`src/rtl/paddle_logic.sv`:
```
// ---------------------------------------------------------------------------
// paddle_logic
//   Produces one paddle's left-edge X position on the playfield. Raw buttons
//   are synchronised (2 FF), debounced, and applied once per move tick. In
//   CPU mode the paddle steers towards the ball instead of following buttons.
//
// Ports
//   clk        system clock, rising edge
//   rst        asynchronous active-high reset
//   btn_left   raw left button (asynchronous, active-high)
//   btn_right  raw right button (asynchronous, active-high)
//   cpu_mode   1 = track ballX, 0 = buttons drive the paddle
//   ballX      current ball X position (0..127)
//   paddleX    paddle left edge, always within 0..MAXPOS
//   move_tick  one-cycle pulse following each paddle update edge
//   left_db    debounced btn_left
//   right_db   debounced btn_right
// ---------------------------------------------------------------------------
module paddle_logic #(
    parameter int CLK_HZ   = 10_000_000,
    parameter int MOVE_HZ  = 100,
    parameter int DEB_HZ   = 1000,
    parameter int FIELD_W  = 128,
    parameter int PADDLE_W = 16,
    parameter int STEP     = 1
) (
    input  logic       clk,
    input  logic       rst,
    input  logic       btn_left,
    input  logic       btn_right,
    input  logic       cpu_mode,
    input  logic [6:0] ballX,
    output logic [6:0] paddleX,
    output logic       move_tick,
    output logic       left_db,
    output logic       right_db
);

    localparam int CUENTA  = CLK_HZ / MOVE_HZ;
    localparam int DEB_CNT = CLK_HZ / DEB_HZ;
    localparam int MAXPOS  = FIELD_W - PADDLE_W;
    localparam int CW      = (CUENTA > 1)  ? $clog2(CUENTA)  : 1;
    localparam int DW      = (DEB_CNT > 1) ? $clog2(DEB_CNT) : 1;
    localparam int AW      = 10;    // signed working width, room for ballX - PADDLE_W/2 and +/-STEP

    localparam logic [CW-1:0]        CONT_LAST = CW'(CUENTA - 1);
    localparam logic [DW-1:0]        DC_LAST   = DW'(DEB_CNT - 1);
    localparam logic [6:0]           POS_RST   = 7'(MAXPOS / 2);
    localparam logic signed [AW-1:0] S_MAX     = AW'(MAXPOS);
    localparam logic signed [AW-1:0] S_STEP    = AW'(STEP);
    localparam logic signed [AW-1:0] S_HALF    = AW'(PADDLE_W / 2);

    // ------------------------------------------------------------------
    // Button synchronisers: bit 0 = left, bit 1 = right
    // ------------------------------------------------------------------
    logic [1:0] btn_raw;
    logic [1:0] sync1_q, sync2_q;
    logic [1:0] db_vec;

    assign btn_raw = {btn_right, btn_left};

    always_ff @(posedge clk or posedge rst) begin
        if (rst) begin
            sync1_q <= '0;
            sync2_q <= '0;
        end else begin
            sync1_q <= btn_raw;
            sync2_q <= sync1_q;
        end
    end

    // ------------------------------------------------------------------
    // Debouncers: db follows s only after s has differed from db for
    // DEB_CNT consecutive clocks; any agreement restarts the count.
    // ------------------------------------------------------------------
    generate
        for (genvar gi = 0; gi < 2; gi++) begin : g_deb
            logic [DW-1:0] dc_q, dc_d;
            logic          db_q, db_d;

            always_comb begin
                dc_d = dc_q;
                db_d = db_q;
                if (sync2_q[gi] == db_q) begin
                    dc_d = '0;
                end else if (dc_q == DC_LAST) begin
                    db_d = sync2_q[gi];
                    dc_d = '0;
                end else begin
                    dc_d = dc_q + 1'b1;
                end
            end

            always_ff @(posedge clk or posedge rst) begin
                if (rst) begin
                    dc_q <= '0;
                    db_q <= 1'b0;
                end else begin
                    dc_q <= dc_d;
                    db_q <= db_d;
                end
            end

            assign db_vec[gi] = db_q;
        end
    endgenerate

    assign left_db  = db_vec[0];
    assign right_db = db_vec[1];

    // ------------------------------------------------------------------
    // Move-tick divider
    // ------------------------------------------------------------------
    logic [CW-1:0] cont_q, cont_d;
    logic          move_tick_q, move_tick_d;
    logic          update_edge;

    always_comb begin
        update_edge = (cont_q == CONT_LAST);
        cont_d      = update_edge ? '0 : cont_q + 1'b1;
        move_tick_d = update_edge;
    end

    // ------------------------------------------------------------------
    // Next paddle position. Every branch lands inside 0..MAXPOS, so the
    // 7-bit truncation never loses information.
    // ------------------------------------------------------------------
    logic [6:0]           paddle_q, paddle_d;
    logic [6:0]           next_pos;
    logic signed [AW-1:0] pos_s, ball_s, target_s, diff_s;

    always_comb begin
        pos_s    = {3'b000, paddle_q};
        ball_s   = {3'b000, ballX};
        target_s = ball_s - S_HALF;
        if (target_s < 0) begin
            target_s = '0;
        end else if (target_s > S_MAX) begin
            target_s = S_MAX;
        end
        diff_s   = target_s - pos_s;
        next_pos = paddle_q;

        if (cpu_mode) begin
            // Land exactly on the target when within one step: no overshoot.
            if (diff_s > 0) begin
                next_pos = (diff_s > S_STEP) ? 7'(pos_s + S_STEP) : 7'(target_s);
            end else if (diff_s < 0) begin
                next_pos = (-diff_s > S_STEP) ? 7'(pos_s - S_STEP) : 7'(target_s);
            end
        end else if (left_db && !right_db) begin
            next_pos = (pos_s >= S_STEP) ? 7'(pos_s - S_STEP) : 7'd0;
        end else if (right_db && !left_db) begin
            next_pos = (pos_s <= S_MAX - S_STEP) ? 7'(pos_s + S_STEP) : 7'(S_MAX);
        end

        paddle_d = update_edge ? next_pos : paddle_q;
    end

    always_ff @(posedge clk or posedge rst) begin
        if (rst) begin
            cont_q      <= '0;
            move_tick_q <= 1'b0;
            paddle_q    <= POS_RST;
        end else begin
            cont_q      <= cont_d;
            move_tick_q <= move_tick_d;
            paddle_q    <= paddle_d;
        end
    end

    assign paddleX   = paddle_q;
    assign move_tick = move_tick_q;

endmodule

```
`config.mk`:
```
export PLATFORM = sky130hd
export DESIGN_NAME = paddle_logic
export DESIGN_NICKNAME = d
export VERILOG_FILES = /design/src/rtl/paddle_logic.sv
export SDC_FILE = /design/constraint.sdc
export NUM_CORES = 1
export LEC_CHECK = 0
export CAP_MARGIN = 40
export CORE_ASPECT_RATIO = 0.6
export CORE_MARGIN = 1
export CORE_UTILIZATION = 24
export DETAILED_ROUTE_END_ITERATION = 7
export MAX_ROUTING_LAYER = met4
export PLACE_DENSITY = 0.43
export REMOVE_ABC_BUFFERS = 1
export SYNTH_ARGS = -nofsm -noshare
export SYNTH_HDL_FRONTEND = slang
export SYNTH_SLANG_ARGS = --single-unit
```
`constraint.sdc`:
```
create_clock -name clk -period 9.2 [get_ports clk]
set_clock_uncertainty 0.1 [all_clocks]
set_input_delay 1.38 -clock clk [delete_from_list [all_inputs] [get_ports clk]]
set_output_delay 1.38 -clock clk [all_outputs]
set_load 0.02 [all_outputs]
```
==> Word level (Yosys, flattened, before mapping) <==
Cells that the tools add are included.
{ "totals": {"memories": 0, "out_inout_bits": 10, "rom_bits": 0, "latch_bits": 0, "reg_bits": 59, "elab_cells": 57, "ram_bits": 0, "in_bits": 12} }
{ "classes": {"n_eq_ne": 6, "n_bitwise": 2, "n_div": 0, "addsub": 8, "reduce_logical": 8, "magnitude_cmp": 8, "muxes": 16, "n_mul": 0, "shifts": 0} }
{ "op_table": {"columns": ["cell", "n"], "rows": [
  ["$mux 7", 9],
  ["$mux 14", 4],
  ["$add 14x1->14 const B", 2],
  ["$eq 14x14->1 const B", 2],
  ["$gt 10x2->1 const B", 2],
  ["$mux 10", 2],
  ["$add 17x1->17 const B", 1],
  ["$eq 17x17->1 const B", 1],
  ["$mux 17", 1],
  ["$gt 10x1->1 const B", 1],
  ["$lt 10x1->1 const B", 1],
  ["$neg 10->10", 1],
  ["$sub 10x8->10", 1],
  ["$gt 8x8->1 const B", 1],
  ["$lt 8x1->1 const B", 1],
  ["$sub 7x4->8 const B", 1],
  ["$add 7x1->7 const B", 1],
  ["$ge 7x1->1 const B", 1],
  ["$le 7x7->1 const B", 1],
  ["$sub 7x1->7 const B", 1],
  ["$reduce_and 2->1", 2],
  ["$ne 3x1->1 const B", 1],
  ["$reduce_and 3->1", 1],
  ["$reduce_bool 3->1", 1],
  ["other kinds (4)", 8]
]} }

==> Depth between registers and ports, before layout <==
{ "logic_depth": {"depth_word": 11, "mapped_depth": 17, "depth_no_buf": 16} }

==> Worst setup path before layout <==
Ideal clock, no wire load.
{ "synth_path": {"kind": "in2reg", "start": "input ballX[3]", "end": "register paddle_q[5] (netlist: paddleX[5])", "required_time_ps": 9004, "setup_time_ps": 96, "n_path_buf": 0, "path_stages": 15, "path_slack_ps": 4331, "arrival_time_ps": 4673, "path_cell_list": "inv_1 ha_1 o21bai_1 a21oi_1 a31oi_1 nand2_1 ha_1 fa_1 xor2_1 or4_1 or3_1 nor4_4 mux2_1 a21oi_1 a21oi_1"} }
{ "synth_between": {"elab_chain_len": 11, "word_cells_on_any_way": 18, "classes_between": "add/sub: 3; order compare: 6; eq/ne: 1; mux: 7; reduce/logical: 1"} }
{ "synth_lines": {"columns": ["item", "line_no", "text"], "rows": [
  ["start: declaration", "32", "input logic [6:0] ballX,"],
  ["$sub 7x4->8 (*)", "135", "target_s = ball_s - S_HALF;"],
  ["$gt 8x8->1", "138", "end else if (target_s > S_MAX) begin"],
  ["$mux 10", "138", null],
  ["$mux 10 (*)", "136", "if (target_s < 0) begin"],
  ["$sub 10x8->10", "141", "diff_s = target_s - pos_s;"],
  ["$neg 10->10", "149", "next_pos = (-diff_s > S_STEP) ? 7'(pos_s - S_STEP) : 7'(target_s);"],
  ["$gt 10x2->1", "149", null],
  ["$mux 7", "149", null],
  ["$mux 7", "148", "end else if (diff_s < 0) begin"],
  ["$mux 7", "146", "if (diff_s > 0) begin"],
  ["$mux 7", "144", "if (cpu_mode) begin"],
  ["end signal: assignment", "168", "paddle_q <= paddle_d;"],
  ["end: declaration", "128", "logic [6:0] paddle_q, paddle_d;"]
]} }
Every way passes the cells marked *; elsewhere a longest branch is shown, timed or not. The select of a mux whose other input is x is not followed.
A chain may end at the register's enable or synchronous reset.

==> Worst setup path in the final report <==
{ "layout_path": {"start": "input ballX[3]", "end": "register paddle_q[2] (netlist: paddleX[2])"} }
The elaborated chain is that of the path after synthesis.

==> results.py <==
metrics = {
    "clocking": {
        "cts_root_buf": "clkbuf_16",
        "cts_buffers": 9,
        "cts.path.max_buffers": 2,
        "cts_tree": "built",
        "post_cts_buffers": 0,
        "clk_latency_ps": 330,
        "cts_hold_buf": 0,
        "htree_levels": 3,
        "cts_resized": 0,
        "clock_sinks": 59,
        "path_clk_slew_ps": 50,
    },
    "timing": {
        "holdWs_ps": 251,
        "fin_crit_sh_pct": 61.9,
        "min_period_ps": 5690,
        "rsz0062_at_grt": "false",
        "worstMarginPinSlew_ps": 836,
        "fin_tns_setup_ps": 0,
        "hold_violations": 0,
        "slew_violations": 0,
        "setup_viol": 0,
        "fmax_mhz": 176,
        "relSlewSlack_pct": 43.8,
    },
    "drt": {
        "drc_errors": 2,
        "via_per_inst": 4.74,
        "drt_iter0_drc": 134,
        "wl_per_cell_um": 14.6,
        "vias": 3087,
        "drtAntennaViolNets": 0,
        "wl_um": 9530,
        "drtPass1Iterations": 8,
    },
    "grt": {
        "overflow": 0,
        "antenna_found_initial": 0,
        "grt_pass1_wl_um": 16400,
        "grt_use_total_pct": 12.8,
        "grt_max_degree": 60,
        "grt_pass1_vias": 3097,
    },
    "yosys": {
        "synth_top_cell_by_area": "dfrtp_1",
        "synthTopCellsByArea": "dfrtp_1 (36%), xnor2_1 (6.1%), xor2_1 (5.9%)",
        "ys_types": 63,
        "syn_avg_cell_area_um2": 9.18,
        "netlist_area_mm2": 0.00387,
        "ys_seq_area_share_pct": 38.3,
        "ys.flop_type": "dfrtp_1",
        "synthArstFlopShare_pct": 100,
        "ys_ff_latch": 59,
        "synth_edf_count": 0,
        "synth_top_area_share_pct": 36.2,
        "yosysWarnings": 0,
        "syn_inst": 421,
    },
    "final_layout": {
        "num_antenna_cells": 0,
        "areaGrowthSynthToFinish_pct": 18.9,
        "final_cell_mix": "dfrtp_1 (56), nor2_1 (55), nand2_1 (27), xnor2_1 (27), xor2_1 (26)",
        "final_common_cell": "dfrtp_1",
        "utilization_pct": 29.6,
        "drive_gt1_share_pct": 7.81,
        "nNetsFinal": 470,
        "n_fill_cell": 1612,
    },
    "setup_path": {
        "path_cells": "clkdlybuf4s50_1, inv_1, ha_1, o21bai_1, a21oi_1, a31oi_1, nand2_1, ha_1, fa_1, xor2_1, or4_1, or3_1, nor4_4, o31ai_1, a211oi_1, o21ai_1",
        "crit_family": "simple AND/OR/NAND/NOR gates",
        "slowest_delay_ps": 490,
        "critPathArrivalTime_ps": 5800,
        "cp_slowest_cell": "clkdlybuf4s50_1",
        "regToRegSetupSlack_ps": 5560,
        "worst-path-stages": 16,
        "crit_type": "in -> reg",
        "cp_max_fo": 10,
        "cp_common_cell": "ha_1",
        "required_ps": 9300,
        "path_buf_inv": 2,
        "ff2ff_path_depth": 10,
        "rr_startpoint": "paddleX[3]$_DFFE_PP1P_",
        "cp-start-kind": "primary input",
        "end_kind": "register",
        "timing.rr.end": "paddleX[0]$_DFFE_PP0P_",
    },
    "die": {
        "fp.dieArea_mm2": 0.0166,
        "die_w_um": 166,
        "rows": 35,
        "core_mm2": 0.0155,
        "io-pin-count": 22,
        "initial_utilization_pct": 24.9,
        "die_y_um": 100,
    },
    "status": {
        "status": "complete, but fails checks",
        "failed_checks": "DRC",
    },
    "hold_path": {
        "min-delay-start": "sync1_q[0]$_DFF_PP0_",
        "hold_end": "sync2_q[0]$_DFF_PP0_",
        "worstHoldPathCells": 0,
        "hp-class": "reg -> reg",
    },
    "placed_design": {
        "portBuffers": 21,
        "hpwl_um": 7190,
        "gp_congestion": 0.765,
    },
    "power": {
        "ir_drop_uv": 90.1,
        "power_density_mw_per_mm2": 153,
        "p_leak_uw": 0.00196,
    },
    "run": {
        "max_cap_violations": 0,
    },
}
## synth_stat cells (3+ instances only)
cell / number
ha_1: 14
mux2i_1: 8
or4_1: 3
nand4_1: 6
a31oi_1: 3
a21oi_1: 16
nand2b_1: 5
and2_1: 3
mux2_2: 3
xnor2_1: 27
xor2_1: 26
clkbuf_1: 9
dfrtp_1: 56
inv_1: 16
and3_1: 16
o21a_1: 7
nor3_1: 9
o21ai_0: 15
dfstp_2: 3
o31a_1: 3
o22ai_1: 3
o31ai_1: 4
nor2_1: 55
nand2_1: 27
nor2b_1: 7
nor4b_1: 3
nand3_1: 22
or3_1: 6
## how the worst max path moves through the flow
| stage | startpoint | endpoint | slack, ps |
|---|---|---|---|
| 2_1_floorplan | ballX[3] | paddleX[5]$_DFFE_PP1P_ | 4330 |
| 3_3_place_gp | ballX[3] | paddleX[2]$_DFFE_PP0P_ | 3270 |
| 3_5_place_dp | ballX[3] | paddleX[2]$_DFFE_PP0P_ | 3150 |
| 4_1_cts | ballX[3] | paddleX[2]$_DFFE_PP0P_ | 3490 |
| 5_1_grt | ballX[3] | paddleX[2]$_DFFE_PP0P_ | 3090 |
| 6_report | ballX[3] | paddleX[2]$_DFFE_PP0P_ | 3510 |
## power by group
group | internal, uW | switching (uW) | total [uW] | leakage, uW
Combinational | 41.7 | 57.9 | 99.5 | 0.00104
Clock | 216 | 117 | 333 | 0.000139
Sequential | 265 | 6.24 | 271 | 0.000775
## kinds of logic (layout without fill, tap and decap cells)
kind of cell | Yosys count | after routing | synth area share, %
and+or+nand+nor | 175 | 175 | 23.4
AOI/OAI and AO/OA | 78 | 78 | 15.0
DFF | 59 | 59 | 38.3
xor gates and xnor gates | 53 | 53 | 12.0
buffers and inverters | 28 | 55 | 2.75
adders and majority gates | 15 | 15 | 5.05
muxes | 13 | 13 | 3.53
## layer usage
metal | GRT usage, % | vias up | share of wire [%] | wire [um]
met2 | 16.7 | 53 | 38 | 3620
met5 | - | - | 0 | 0
met1 | 19.2 | 1487 | 57 | 5410
met3 | 3.12 | 8 | 4.4 | 418
met4 | 3.38 | 0 | 0.89 | 85
li1 | - | 1539 | - | -
## sequential cells by signal (all words and copies together), names as in the netlist
register	flops
sync2_q	2
right_db	1
sync1_q	2
move_tick	1
g_deb.dc_q	28
paddleX	7
cont_q	17
left_db	1
## layout make-up
class,instances,area [um2],area share [%]
sequential,59,1480,32.2
timing repair buffer,23,225,4.90
clock inverter,4,50.0,1.09
inverter,16,60.1,1.31
tap,203,254,5.53
multi-input combinational,334,2280,49.6
clock buffer,12,246,5.36
## metrics by stage
step / area, um2 / total power (uW) / instances / setup slack, ps
5_1_grt: 4600 / 741 / 651 / 3090
2_1_floorplan: 3820 / 345 / 409 / 4330
3_5_place_dp: 4300 / 375 / 635 / 3150
4_1_cts: 4600 / 716 / 651 / 3490
6_report: 4600 / 704 / 651 / 3510
3_3_place_gp: 4300 / 374 / 635 / 3270
No activity file was read; power rests on OpenSTA's default activity.
